<file path="config.mk">
export PLATFORM = sky130hd
export DESIGN_NAME = pdp8_ttx
export DESIGN_NICKNAME = d
export VERILOG_FILES = /design/src/rtl/pdp8_ttx_pkg.sv /design/src/rtl/pdp8_ttx_chan.sv /design/src/rtl/pdp8_ttx.sv
export SDC_FILE = /design/constraint.sdc
export NUM_CORES = 1
export LEC_CHECK = 0
export BUFFER_PORTS_ARGS = -buffer_cell sky130_fd_sc_hd__buf_2
export CELL_PAD_IN_SITES_DETAIL_PLACEMENT = 1
export CELL_PAD_IN_SITES_GLOBAL_PLACEMENT = 1
export CORE_ASPECT_RATIO = 1.5
export CORE_MARGIN = 2
export CORE_UTILIZATION = 37
export CTS_CLUSTER_DIAMETER = 80
export DETAILED_ROUTE_END_ITERATION = 10
export GPL_TIMING_DRIVEN = 0
export PLACE_DENSITY = 0.84
export SLEW_MARGIN = 20
export SYNTH_ARGS = -nofsm -noshare
export SYNTH_HDL_FRONTEND = slang
export SYNTH_HIERARCHICAL = 1
export SYNTH_SLANG_ARGS = --single-unit
</file>
<file path="constraint.sdc">
create_clock -name clk -period 2.9 [get_ports clk]
set_input_delay 0.725 -clock clk [delete_from_list [all_inputs] [get_ports clk]]
set_output_delay 0.725 -clock clk [all_outputs]
set_load 0.02 [all_outputs]
</file>
<file path="src/rtl/pdp8_ttx_pkg.sv">
// Shared constants, types and device-code mapping for the pdp8_ttx serial controller.
package pdp8_ttx_pkg;

    // CPU state encodings seen on the IO bus
    localparam logic [3:0] ST_DECODE = 4'h1;
    localparam logic [3:0] ST_EXEC   = 4'h2;
    localparam logic [3:0] ST_COMMIT = 4'h3;

    // Keyboard IOT operation bits
    localparam logic [2:0] OP_KCF = 3'd0;
    localparam logic [2:0] OP_KSF = 3'd1;
    localparam logic [2:0] OP_KCC = 3'd2;
    localparam logic [2:0] OP_KRS = 3'd4;
    localparam logic [2:0] OP_KIE = 3'd5;
    localparam logic [2:0] OP_KRB = 3'd6;

    // Printer IOT operation bits
    localparam logic [2:0] OP_SPF = 3'd0;
    localparam logic [2:0] OP_TSF = 3'd1;
    localparam logic [2:0] OP_TCF = 3'd2;
    localparam logic [2:0] OP_TPC = 3'd4;
    localparam logic [2:0] OP_SPI = 3'd5;
    localparam logic [2:0] OP_TLS = 3'd6;

    // Device codes: channel 0 keeps the classic console codes
    localparam logic [5:0] KBD_CODE0 = 6'o03;
    localparam logic [5:0] PRT_CODE0 = 6'o04;
    localparam logic [5:0] KBD_BASE  = 6'o40;
    localparam logic [5:0] PRT_BASE  = 6'o41;

    localparam logic TX_FLAG_RST = 1'b1;
    localparam logic IE_RST      = 1'b1;
    localparam logic OVR_RST     = 1'b0;
    localparam logic LINE_IDLE   = 1'b1;

    typedef struct packed {
        logic [5:0] kbd;
        logic [5:0] prt;
    } dev_codes_t;

    typedef enum logic {TX_IDLE, TX_SEND} tx_state_t;
    typedef enum logic [1:0] {RX_IDLE, RX_START, RX_DATA, RX_STOP} rx_state_t;

    function automatic dev_codes_t chan_codes(input int unsigned ch);
        dev_codes_t c;
        if (ch == 0) begin
            c.kbd = KBD_CODE0;
            c.prt = PRT_CODE0;
        end else begin
            c.kbd = KBD_BASE + 6'(2 * (ch - 1));
            c.prt = PRT_BASE + 6'(2 * (ch - 1));
        end
        return c;
    endfunction

endpackage

</file>
<file path="src/rtl/pdp8_ttx_chan.sv">
// One keyboard/printer channel: 8N1 transmitter, receiver, flags, ie and receive store.
// Receive FIFO enabled by TT_RX_FIFO_EN; otherwise a single holding register.
module pdp8_ttx_chan
    import pdp8_ttx_pkg::*;
#(
    parameter int unsigned CLK_DIV  = 16,
    parameter int unsigned RX_DEPTH = 4
) (
    input  logic        clk,
    input  logic        reset,
    input  logic        kbd_sel,
    input  logic        prt_sel,
    input  logic        rd_phase,
    input  logic        commit,
    input  logic [2:0]  op,
    input  logic        ac_ie,
    input  logic [7:0]  ac_byte,
    input  logic        rxd,
    output logic        txd,
    output logic        skip,
    output logic        data_avail,
    output logic [11:0] data_out,
    output logic        irq
);

    localparam int unsigned DW = $clog2(CLK_DIV);
    localparam logic [DW-1:0] DIV_LAST  = DW'(CLK_DIV - 1);
    localparam logic [DW-1:0] HALF_LAST = DW'(CLK_DIV / 2 - 1);

    logic kbd_cmt, prt_cmt, pop_req, do_pop, do_push, full, rx_flag;
    logic [7:0] head;
    logic tx_flag, tx_flag_nx, ie, ovr;

    assign kbd_cmt = commit && kbd_sel;
    assign prt_cmt = commit && prt_sel;
    assign pop_req = kbd_cmt && (op == OP_KCF || op == OP_KCC || op == OP_KRB);

    // ---------------- transmitter ----------------
    tx_state_t tx_st, tx_st_nx;
    logic [8:0] tx_sh, tx_sh_nx;
    logic [3:0] tx_bit, tx_bit_nx;
    logic [DW-1:0] tx_div, tx_div_nx;
    logic txd_nx, tx_start, tx_done;

    assign tx_start = prt_cmt && (op == OP_TPC || op == OP_TLS) && (tx_st == TX_IDLE);

    always_comb begin
        tx_st_nx  = tx_st;
        tx_sh_nx  = tx_sh;
        tx_bit_nx = tx_bit;
        tx_div_nx = tx_div;
        txd_nx    = txd;
        tx_done   = 1'b0;
        case (tx_st)
            TX_IDLE: begin
                if (tx_start) begin
                    // start bit goes out immediately; remaining bits wait in tx_sh
                    tx_st_nx  = TX_SEND;
                    tx_sh_nx  = {1'b1, ac_byte};
                    tx_bit_nx = '0;
                    tx_div_nx = '0;
                    txd_nx    = 1'b0;
                end
            end
            TX_SEND: begin
                if (tx_div == DIV_LAST) begin
                    tx_div_nx = '0;
                    if (tx_bit == 4'd9) begin
                        tx_st_nx = TX_IDLE;
                        tx_done  = 1'b1;
                    end else begin
                        txd_nx    = tx_sh[0];
                        tx_sh_nx  = {1'b1, tx_sh[8:1]};
                        tx_bit_nx = tx_bit + 4'd1;
                    end
                end else begin
                    tx_div_nx = tx_div + 1'b1;
                end
            end
            default: ;
        endcase
    end

    always_comb begin
        tx_flag_nx = tx_flag;
        if (prt_cmt) begin
            case (op)
                OP_SPF: tx_flag_nx = 1'b1;
                OP_TCF: tx_flag_nx = 1'b0;
                OP_TLS: if (tx_st == TX_IDLE) tx_flag_nx = 1'b0;
                default: ;
            endcase
        end
        if (tx_done) tx_flag_nx = 1'b1;
    end

    // ---------------- receiver ----------------
    rx_state_t rx_st, rx_st_nx;
    logic rx_m, rx_s, rx_p;
    logic [7:0] rx_sh, rx_sh_nx;
    logic [2:0] rx_bit, rx_bit_nx;
    logic [DW-1:0] rx_div, rx_div_nx;
    logic rx_push;

    always_comb begin
        rx_st_nx  = rx_st;
        rx_sh_nx  = rx_sh;
        rx_bit_nx = rx_bit;
        rx_div_nx = rx_div;
        rx_push   = 1'b0;
        case (rx_st)
            RX_IDLE: begin
                if (rx_p && !rx_s) begin
                    rx_st_nx  = RX_START;
                    rx_div_nx = '0;
                end
            end
            RX_START: begin
                if (rx_div == HALF_LAST) begin
                    rx_div_nx = '0;
                    rx_bit_nx = '0;
                    rx_st_nx  = rx_s ? RX_IDLE : RX_DATA;
                end else begin
                    rx_div_nx = rx_div + 1'b1;
                end
            end
            RX_DATA: begin
                if (rx_div == DIV_LAST) begin
                    rx_div_nx = '0;
                    rx_sh_nx  = {rx_s, rx_sh[7:1]};
                    if (rx_bit == 3'd7) rx_st_nx = RX_STOP;
                    else                rx_bit_nx = rx_bit + 3'd1;
                end else begin
                    rx_div_nx = rx_div + 1'b1;
                end
            end
            RX_STOP: begin
                if (rx_div == DIV_LAST) begin
                    rx_st_nx = RX_IDLE;
                    rx_push  = rx_s;
                end else begin
                    rx_div_nx = rx_div + 1'b1;
                end
            end
            default: ;
        endcase
    end

    // ---------------- receive storage ----------------
    assign do_pop  = pop_req && rx_flag;
    assign do_push = rx_push && (!full || do_pop);

`ifdef TT_RX_FIFO_EN
    localparam int unsigned PW = $clog2(RX_DEPTH);
    localparam logic [PW:0] FULL_CNT = (PW + 1)'(RX_DEPTH);
    logic [7:0] mem [RX_DEPTH];
    logic [PW-1:0] rd_ptr, wr_ptr;
    logic [PW:0] count;

    assign full    = (count == FULL_CNT);
    assign rx_flag = (count != '0);
    assign head    = mem[rd_ptr];

    always_ff @(posedge clk) begin
        if (do_push) mem[wr_ptr] <= rx_sh;
    end

    always_ff @(posedge clk) begin
        if (reset) begin
            rd_ptr <= '0;
            wr_ptr <= '0;
            count  <= '0;
        end else begin
            if (do_push) wr_ptr <= wr_ptr + 1'b1;
            if (do_pop)  rd_ptr <= rd_ptr + 1'b1;
            count <= count + (PW + 1)'(do_push) - (PW + 1)'(do_pop);
        end
    end
`else
    logic [7:0] hold;
    logic hold_v;

    assign full    = hold_v;
    assign rx_flag = hold_v;
    assign head    = hold;

    always_ff @(posedge clk) begin
        if (reset) begin
            hold   <= '0;
            hold_v <= 1'b0;
        end else if (do_push) begin
            hold   <= rx_sh;
            hold_v <= 1'b1;
        end else if (do_pop) begin
            hold_v <= 1'b0;
        end
    end
`endif

    // ---------------- state registers ----------------
    always_ff @(posedge clk) begin
        if (reset) begin
            tx_st   <= TX_IDLE;
            tx_sh   <= '1;
            tx_bit  <= '0;
            tx_div  <= '0;
            txd     <= LINE_IDLE;
            tx_flag <= TX_FLAG_RST;
            rx_st   <= RX_IDLE;
            rx_m    <= LINE_IDLE;
            rx_s    <= LINE_IDLE;
            rx_p    <= LINE_IDLE;
            rx_sh   <= '0;
            rx_bit  <= '0;
            rx_div  <= '0;
            ie      <= IE_RST;
            ovr     <= OVR_RST;
        end else begin
            tx_st   <= tx_st_nx;
            tx_sh   <= tx_sh_nx;
            tx_bit  <= tx_bit_nx;
            tx_div  <= tx_div_nx;
            txd     <= txd_nx;
            tx_flag <= tx_flag_nx;
            rx_st   <= rx_st_nx;
            rx_m    <= rxd;
            rx_s    <= rx_m;
            rx_p    <= rx_s;
            rx_sh   <= rx_sh_nx;
            rx_bit  <= rx_bit_nx;
            rx_div  <= rx_div_nx;
            if (kbd_cmt && op == OP_KIE) ie <= ac_ie;
            if (kbd_cmt && op == OP_KCC) ovr <= 1'b0;
            if (rx_push && full && !do_pop) ovr <= 1'b1;
        end
    end

    assign irq = ie && (rx_flag || tx_flag);

    always_comb begin
        skip       = 1'b0;
        data_avail = 1'b0;
        data_out   = '0;
        if (rd_phase && kbd_sel) begin
            case (op)
                OP_KSF: skip = rx_flag;
                OP_KRS, OP_KRB: begin
                    data_avail = 1'b1;
                    data_out   = {ovr, 3'b000, head};
                end
                OP_KCC: data_avail = 1'b1;
                default: ;
            endcase
        end else if (rd_phase && prt_sel) begin
            case (op)
                OP_TSF: skip = tx_flag;
                OP_SPI: skip = irq;
                default: ;
            endcase
        end
    end

endmodule

</file>
<file path="src/rtl/pdp8_ttx.sv">
// Multi-channel KL8E-style console controller: IOT decode and bus merge over NCHAN channels.
// Optional receive FIFO per channel: define TT_RX_FIFO_EN.
module pdp8_ttx
    import pdp8_ttx_pkg::*;
#(
    parameter int unsigned NCHAN    = 1,
    parameter int unsigned CLK_DIV  = 16,
    parameter int unsigned RX_DEPTH = 4
) (
    input  logic             clk,
    input  logic             reset,
    input  logic             iot,
    input  logic [3:0]       state,
    input  logic [11:0]      mb,
    input  logic [5:0]       io_select,
    input  logic [11:0]      io_data_in,
    output logic [11:0]      io_data_out,
    output logic             io_selected,
    output logic             io_data_avail,
    output logic             io_interrupt,
    output logic             io_skip,
    input  logic [NCHAN-1:0] rxd,
    output logic [NCHAN-1:0] txd
);

    logic done, commit, rd_phase;
    logic [NCHAN-1:0] kbd_hit, prt_hit, ch_skip, ch_avail, ch_irq;
    logic [11:0] ch_data [NCHAN];
    logic unused_bits;

    assign unused_bits = &{1'b0, mb[11:3], io_data_in[10:8]};

    assign rd_phase = iot && (state == ST_DECODE || state == ST_EXEC);
    assign commit   = iot && (state == ST_COMMIT) && !done;

    // done holds off repeat commits for the rest of this IOT
    always_ff @(posedge clk) begin
        if (reset || !iot) done <= 1'b0;
        else if (commit)   done <= 1'b1;
    end

    for (genvar k = 0; k < NCHAN; k++) begin : g_chan
        localparam dev_codes_t CODES = chan_codes(k);

        assign kbd_hit[k] = iot && (io_select == CODES.kbd);
        assign prt_hit[k] = iot && (io_select == CODES.prt);

        pdp8_ttx_chan #(
            .CLK_DIV (CLK_DIV),
            .RX_DEPTH(RX_DEPTH)
        ) u_chan (
            .clk       (clk),
            .reset     (reset),
            .kbd_sel   (kbd_hit[k]),
            .prt_sel   (prt_hit[k]),
            .rd_phase  (rd_phase),
            .commit    (commit),
            .op        (mb[2:0]),
            .ac_ie     (io_data_in[11]),
            .ac_byte   (io_data_in[7:0]),
            .rxd       (rxd[k]),
            .txd       (txd[k]),
            .skip      (ch_skip[k]),
            .data_avail(ch_avail[k]),
            .data_out  (ch_data[k]),
            .irq       (ch_irq[k])
        );
    end

    always_comb begin
        io_data_out = '0;
        for (int unsigned k = 0; k < NCHAN; k++) begin
            io_data_out = io_data_out | ch_data[k];
        end
    end

    assign io_selected   = |(kbd_hit | prt_hit);
    assign io_skip       = |ch_skip;
    assign io_data_avail = |ch_avail;
    assign io_interrupt  = (|ch_irq) && !reset;

endmodule

</file>
==> results of run 1 <==
==> power breakdown <==
group | switching, mW | internal, mW
Combinational | 0.0489 | 0.0409
Clock | 0.222 | 0.188
Sequential | 0.00257 | 0.703
==> synth_stat cells, types with 2 or more instances <==
| cell type | count |
|---|---|
| mux2i_1 | 20 |
| nand3b_1 | 6 |
| a31oi_1 | 3 |
| nand2_1 | 9 |
| ha_1 | 6 |
| nand3_1 | 3 |
| a22oi_1 | 2 |
| nand4_1 | 3 |
| inv_1 | 6 |
| nor4bb_1 | 3 |
| nor2b_1 | 14 |
| a21boi_0 | 2 |
| or3b_2 | 2 |
| dfxtp_1 | 51 |
| and4b_1 | 2 |
| xor2_1 | 2 |
| xnor2_1 | 3 |
| clkbuf_1 | 7 |
| a211oi_1 | 8 |
| and3b_1 | 2 |
| or2_2 | 3 |
| o21ai_0 | 4 |
| buf_4 | 7 |
| nand2b_1 | 21 |
| nor3_1 | 14 |
| and2_1 | 10 |
| nor3b_1 | 2 |
| buf_2 | 6 |
| a21oi_1 | 20 |
| nor2_1 | 24 |
==> per-layer routing <==
layer	track usage, %	vias to the layer above	share of wire (%)
li1	-	1115	-
met5	0	-	0
met1	18.9	1074	40
met2	33.0	30	56
met3	2.91	10	2.0
met4	5.16	0	1.6
==> worst max-delay path, stage by stage <==
cell and delay (ns):
buf_6 0.09, or4b_4 0.57, nor2_4 0.12, nor4b_4 0.20, a31oi_1 0.10, nor4bb_2 0.30, buf_4 0.19
==> registers in the layout (all words and copies together), names as in the netlist, 3 cells and up, named ones only <==
signal,count
g_chan.u_chan/tx_div,4
g_chan.u_chan/tx_bit,4
g_chan.u_chan/tx_sh,8
g_chan.u_chan/head,8
g_chan.u_chan/rx_sh,8
g_chan.u_chan/rx_bit,3
g_chan.u_chan/rx_div,4
==> path summary, 6_finish.rpt <==
path,start,to
setup / recovery,io_select[4],io_skip
setup reg to reg,done$_SDFFE_PP0P_,g_chan[0].u_chan/tx_sh[6]$_SDFFE_PP1P_
hold reg to reg,g_chan[0].u_chan/rx_m$_SDFF_PP1_,g_chan[0].u_chan/rx_s$_SDFF_PP1_
hold / removal,g_chan[0].u_chan/rx_m$_SDFF_PP1_,g_chan[0].u_chan/rx_s$_SDFF_PP1_
==> layout make-up <==
class                           count  area (µm²)  share of cell area, %
Tap cell                           78        97.6                   3.12
Inverter                            6        22.5                  0.719
Buffer                             20         110                   3.52
Clock inverter                      1        5.00                  0.160
Clock buffer                        6        82.6                   2.64
Multi-Input combinational cell    216        1520                   48.6
Timing Repair Buffer               40         270                   8.63
Sequential cell                    51        1020                   32.6
==> kinds of logic after synthesis <==
logic type | Yosys count | synth area share, %
AO/OA/AOI/OAI | 52 | 13.2
XOR/XNOR | 5 | 1.68
adder cells (fa/ha/maj) | 6 | 2.88
buffers and inverters | 27 | 5.24
flip-flops | 51 | 39.2
multiplexers | 21 | 8.12
other | 1 | 0.144
AND/OR/NAND/NOR | 128 | 29.5
==> metrics by stage <==
| stage | setup TNS [ns] | hold WS (ns) | instances |
|---|---|---|---|
| global route | -0.812 | 0.442 | 418 |
| detailed placement | -3.82 | 0.413 | 409 |
| finish | -0.294 | 0.431 | 418 |
| global placement | -3.56 | 0.408 | 409 |
| floorplan | -0.0812 | 0.389 | 293 |
| CTS | -0.303 | 0.435 | 418 |
==> timing repair <==
action | CTS | global route
gates cloned | 1 | 0
setup endpoints to repair | 11 | 10
gates resized for setup | 31 | 3
buffers inserted | 2 | 0
hold buffers | 0 | 0
pin swaps | 12 | 5
==> results.cfg, run 1 <==
[worst_setup_path]
criticalPathCategory = primary input to primary output
startpoint_type = primary input
cp.required_ns = 2.17
end_kind = primary output
crit_fanout = 3
ff2ff_path_depth = 6
crit_arrival_ns = 2.29
reg2reg_slack_ns = 0.88

[power]
cellLeakagePower_nw = 1.24
vdd_drop_max_uv = 226
powerDensity_nw_per_um2 = 385
p_total_mw = 1.21

[yosys]
synth_largest_area_cell = dfxtp_1
seq_area_frac_synth_pct = 39.2
synth_cell_types = 56
synth_top_area_share_pct = 39.2
synth_area_um2 = 2600
synth_flop_cell = dfxtp_1
ys_seq_elements = 51
syn_area_per_cell_um2 = 8.94
synthCells = 291
synth_edf_count = 0
async_reset_ff_share_pct = 0
yosysWarnings = 6
synth_area_leaders = dfxtp_1, mux2i_1, nand2b_1

[place]
portBuffers = 38
place_area_um2 = 2910
dp.final_hpwl_um = 4490
pre_cts_slack_ns = -0.382
place.gp.congestion = 0.747

[cells_and_area]
final_common_cell = dfxtp_1
fin_area_um2 = 3130
post-route-util_pct = 45.7
final_cell_mix = dfxtp_1, buf_2, nor2_1, nand2b_1
final_nets = 384
areaGrowthSynthToFinish_pct = 20.3
layout-drive-gt1-share_pct = 25.3
diodes = 0
nFillCells = 804

[run_status]
violations = setup timing
status = finished, violations left

[global_routing]
antenna_found_initial = 0
grt_overflow_total = 0
grt_max_degree = 15
grt_pass1_wl_um = 10700
grtUsageTotal_pct = 17.3
grt_pass1_vias = 2306

[clock_network]
clock_sinks = 51
h-tree-depth = 2
cts_root_buf = clkbuf_8
cts_tree = built
clockBufferDepth = 2
clk_pin_slew_ns = 0.09
cts_buffers = 5
clk_latency_ns = 0.30

[die]
die_w_um = 72.5
row_count = 37
io-pin-count = 55
initial_utilization_pct = 38.0
die_height_um = 107
die_area_um2 = 7730
core-area_um2 = 6850

[route]
post_drt_wl_per_cell_um = 14.7
antenna_left = 0
dr.pass1.iters = 4
vias_per_cell = 5.33
drtIter0Drc = 54
num_vias = 2229
totalWireLength_um = 6130
route.detailed.drc = 0

[flow_run]
maxCapViolCount = 0

[timing]
setup_slack_ns = -0.117
hold_violations = 0
drv_slew = 0
fin_worst_skew_ns = 0.00509
tightest_slew_ns = 0.536
finalCriticalPeriod_ns = 3.02
fin_crit_sh_pct = 104
rsz0062_at_grt = yes
fmaxAchievable_ghz = 0.331
maxSlewHeadroom_pct = 64.3
setup_violations = 6

[hold_path]
hp-class = flip-flop to flip-flop
holdPathStages = 1
No activity file was read; power rests on OpenSTA's default activity.
==> run 2: changes to the inputs <==
--- a/config.mk
+++ b/config.mk
@@ -8,7 +8,7 @@
 export BUFFER_PORTS_ARGS = -buffer_cell sky130_fd_sc_hd__buf_2
 export CELL_PAD_IN_SITES_DETAIL_PLACEMENT = 1
 export CELL_PAD_IN_SITES_GLOBAL_PLACEMENT = 1
-export CORE_ASPECT_RATIO = 1.5
+export CORE_ASPECT_RATIO = 1.2
 export CORE_MARGIN = 2
 export CORE_UTILIZATION = 37
 export CTS_CLUSTER_DIAMETER = 80
==> run 2 against run 1 <==
The run still ends with setup timing left. Clock power up 28%. Sequential power about the same. Critical path depth unchanged. Count of clock-buffer cells in the layout unchanged. Die area fell by 0.14%. Critical endpoint unchanged. Critical path type unchanged. Setup slack worse by 0.018 ns. Clock skew is 0.0015 ns higher. Highest routed layer unchanged. Combinational power rose by 1%. Via count up 1.4%. First-iteration DRC count grew 39%. Non-clock buffer count is 2 higher.
==> results.cfg, run 2 (synthesis gave the netlist of run 1 again) <==
[run_status]
status = finished, violations left
violations = setup timing

[global_routing]
grt_pass1_wl_um = 10900
busiest_layer = met2
grt_pass1_vias = 2402
grt_overflow_total = 0
use_met3_pct = 3.00
grt_use_met2_pct = 34.7
grt_max_degree = 17
grtUsageTotal_pct = 18.0
antenna_found_initial = 0
use_met1_pct = 20.3

[route]
drtIter0Drc = 75
post_drt_wl_per_cell_um = 14.8
route.detailed.drc = 0
totalWireLength_um = 6380
num_vias = 2261
antenna_left = 0
dr.pass1.iters = 4
vias_per_cell = 5.26

[timing]
fmaxAchievable_ghz = 0.329
rsz0062_at_grt = yes
fin_worst_skew_ns = 0.00664
finalCriticalPeriod_ns = 3.04
maxSlewHeadroom_pct = 65.8
hold_violations = 0
fin_crit_sh_pct = 105
setup_violations = 6
tightest_slew_ns = 0.513
setup_slack_ns = -0.135
setup_tns_ns = -0.301
drv_slew = 0

[hold_path]
hp-class = flip-flop to flip-flop
holdPathStages = 1

[power]
p_seq_share_pct = 53.4
p_switching_mw = 0.293
p_int_mw = 1.03
power.share.clock_pct = 39.7
powerDensity_nw_per_um2 = 413
vdd_drop_max_uv = 324
p_comb_share_pct = 6.9
cellLeakagePower_nw = 1.27
p_total_mw = 1.32
switching_share_pct = 22.2

[die]
die_w_um = 80.6
core-area_um2 = 6810
io-pin-count = 55
die_area_um2 = 7720
row_count = 33
die_height_um = 95.9
initial_utilization_pct = 38.2

[place]
pre_cts_slack_ns = -0.419
dp.final_hpwl_um = 4440
place.gp.congestion = 0.752
place_area_um2 = 2920
portBuffers = 38

[worst_setup_path]
reg2reg_slack_ns = 0.98
startpoint_type = primary input
cp.required_ns = 2.17
crit_fanout = 3
criticalPathCategory = primary input to primary output
ff2ff_path_depth = 6
end_kind = primary output
crit_arrival_ns = 2.31

[cells_and_area]
areaGrowthSynthToFinish_pct = 22.9
regArea_um2 = 1020
diodes = 0
post-route-util_pct = 47.0
layout-drive-gt1-share_pct = 26.8
final_cell_mix = dfxtp_1, buf_2, nor2_1, nand2b_1
nFillCells = 807
final_common_cell = dfxtp_1
final_nets = 386
multi_input_area_um2 = 1530
fin_area_um2 = 3200

[clock_network]
h-tree-depth = 2
cts_tree = built
clock_sinks = 51
cts_buffers = 5
cts_root_buf = clkbuf_8
clk_pin_slew_ns = 0.09
clk_latency_ns = 0.30
clockBufferDepth = 2

[flow_run]
maxCapViolCount = 0
run 2: cell count changes in the layout (fill, tap and decap cells not counted):
cell	change
and2_1	-3
and2_4	+3
buf_4	+2
bufinv_16	+1
clkinv_2	-1
inv_6	+1
run 2: stage by stage:
stage | std cells | hold slack, ns
after floorplan | 293 | 0.389
after global placement | 418 | 0.394
after detailed placement | 418 | 0.417
after CTS | 430 | 0.440
after global routing | 430 | 0.450
final | 430 | 0.436
run 2: what timing repair did:
item | CTS | global route
buffers inserted | 4 | 0
setup endpoints to repair | 11 | 10
hold buffers | 0 | 0
gates resized for setup | 23 | 14
pin swaps | 9 | 10
gates cloned | 1 | 0
endpoints found under the hold margin | 0 | 0
run 2: worst paths after layout:
path                                         start                                endpoint
setup / recovery                      io_select[4]                                 io_skip
hold / removal    g_chan[0].u_chan/rx_m$_SDFF_PP1_        g_chan[0].u_chan/rx_s$_SDFF_PP1_
setup reg to reg                 done$_SDFFE_PP0P_  g_chan[0].u_chan/tx_sh[5]$_SDFFE_PP1P_
hold reg to reg   g_chan[0].u_chan/rx_m$_SDFF_PP1_        g_chan[0].u_chan/rx_s$_SDFF_PP1_
run 2: area by class of cell:
| class | instances | share of cell area [%] |
|---|---|---|
| Tap cell | 87 | 3.40 |
| Multi-Input combinational cell | 216 | 47.8 |
| Sequential cell | 51 | 31.9 |
| Timing Repair Buffer | 42 | 8.92 |
| Inverter | 6 | 0.704 |
| Clock inverter | 2 | 1.21 |
| Buffer | 20 | 3.44 |
| Clock buffer | 6 | 2.58 |
run 2: critical path, cell delays in order:
cell and delay [ns]:
buf_6 0.09, or4b_4 0.58, nor2_4 0.12, nor4b_4 0.22, a31oi_1 0.09, nor4bb_2 0.30, buf_4 0.19
run 2: metal layers:
metal / vias to the layer above / wire [µm]
met4: 0 / 52
li1: 1122 / -
met2: 36 / 3490
met3: 6 / 210
met5: - / 0
met1: 1097 / 2630
run 2: power groups by stage:
| stage | sequential (mW) | combinational, mW | clock, mW |
|---|---|---|---|
| finish | 0.706 | 0.0907 | 0.525 |
| global route | 0.707 | 0.100 | 0.574 |
| CTS | 0.706 | 0.0904 | 0.547 |
| detailed placement | 0.723 | 0.0859 | 0 |
| global placement | 0.722 | 0.0834 | 0 |
| floorplan | 0.722 | 0.0527 | 0 |
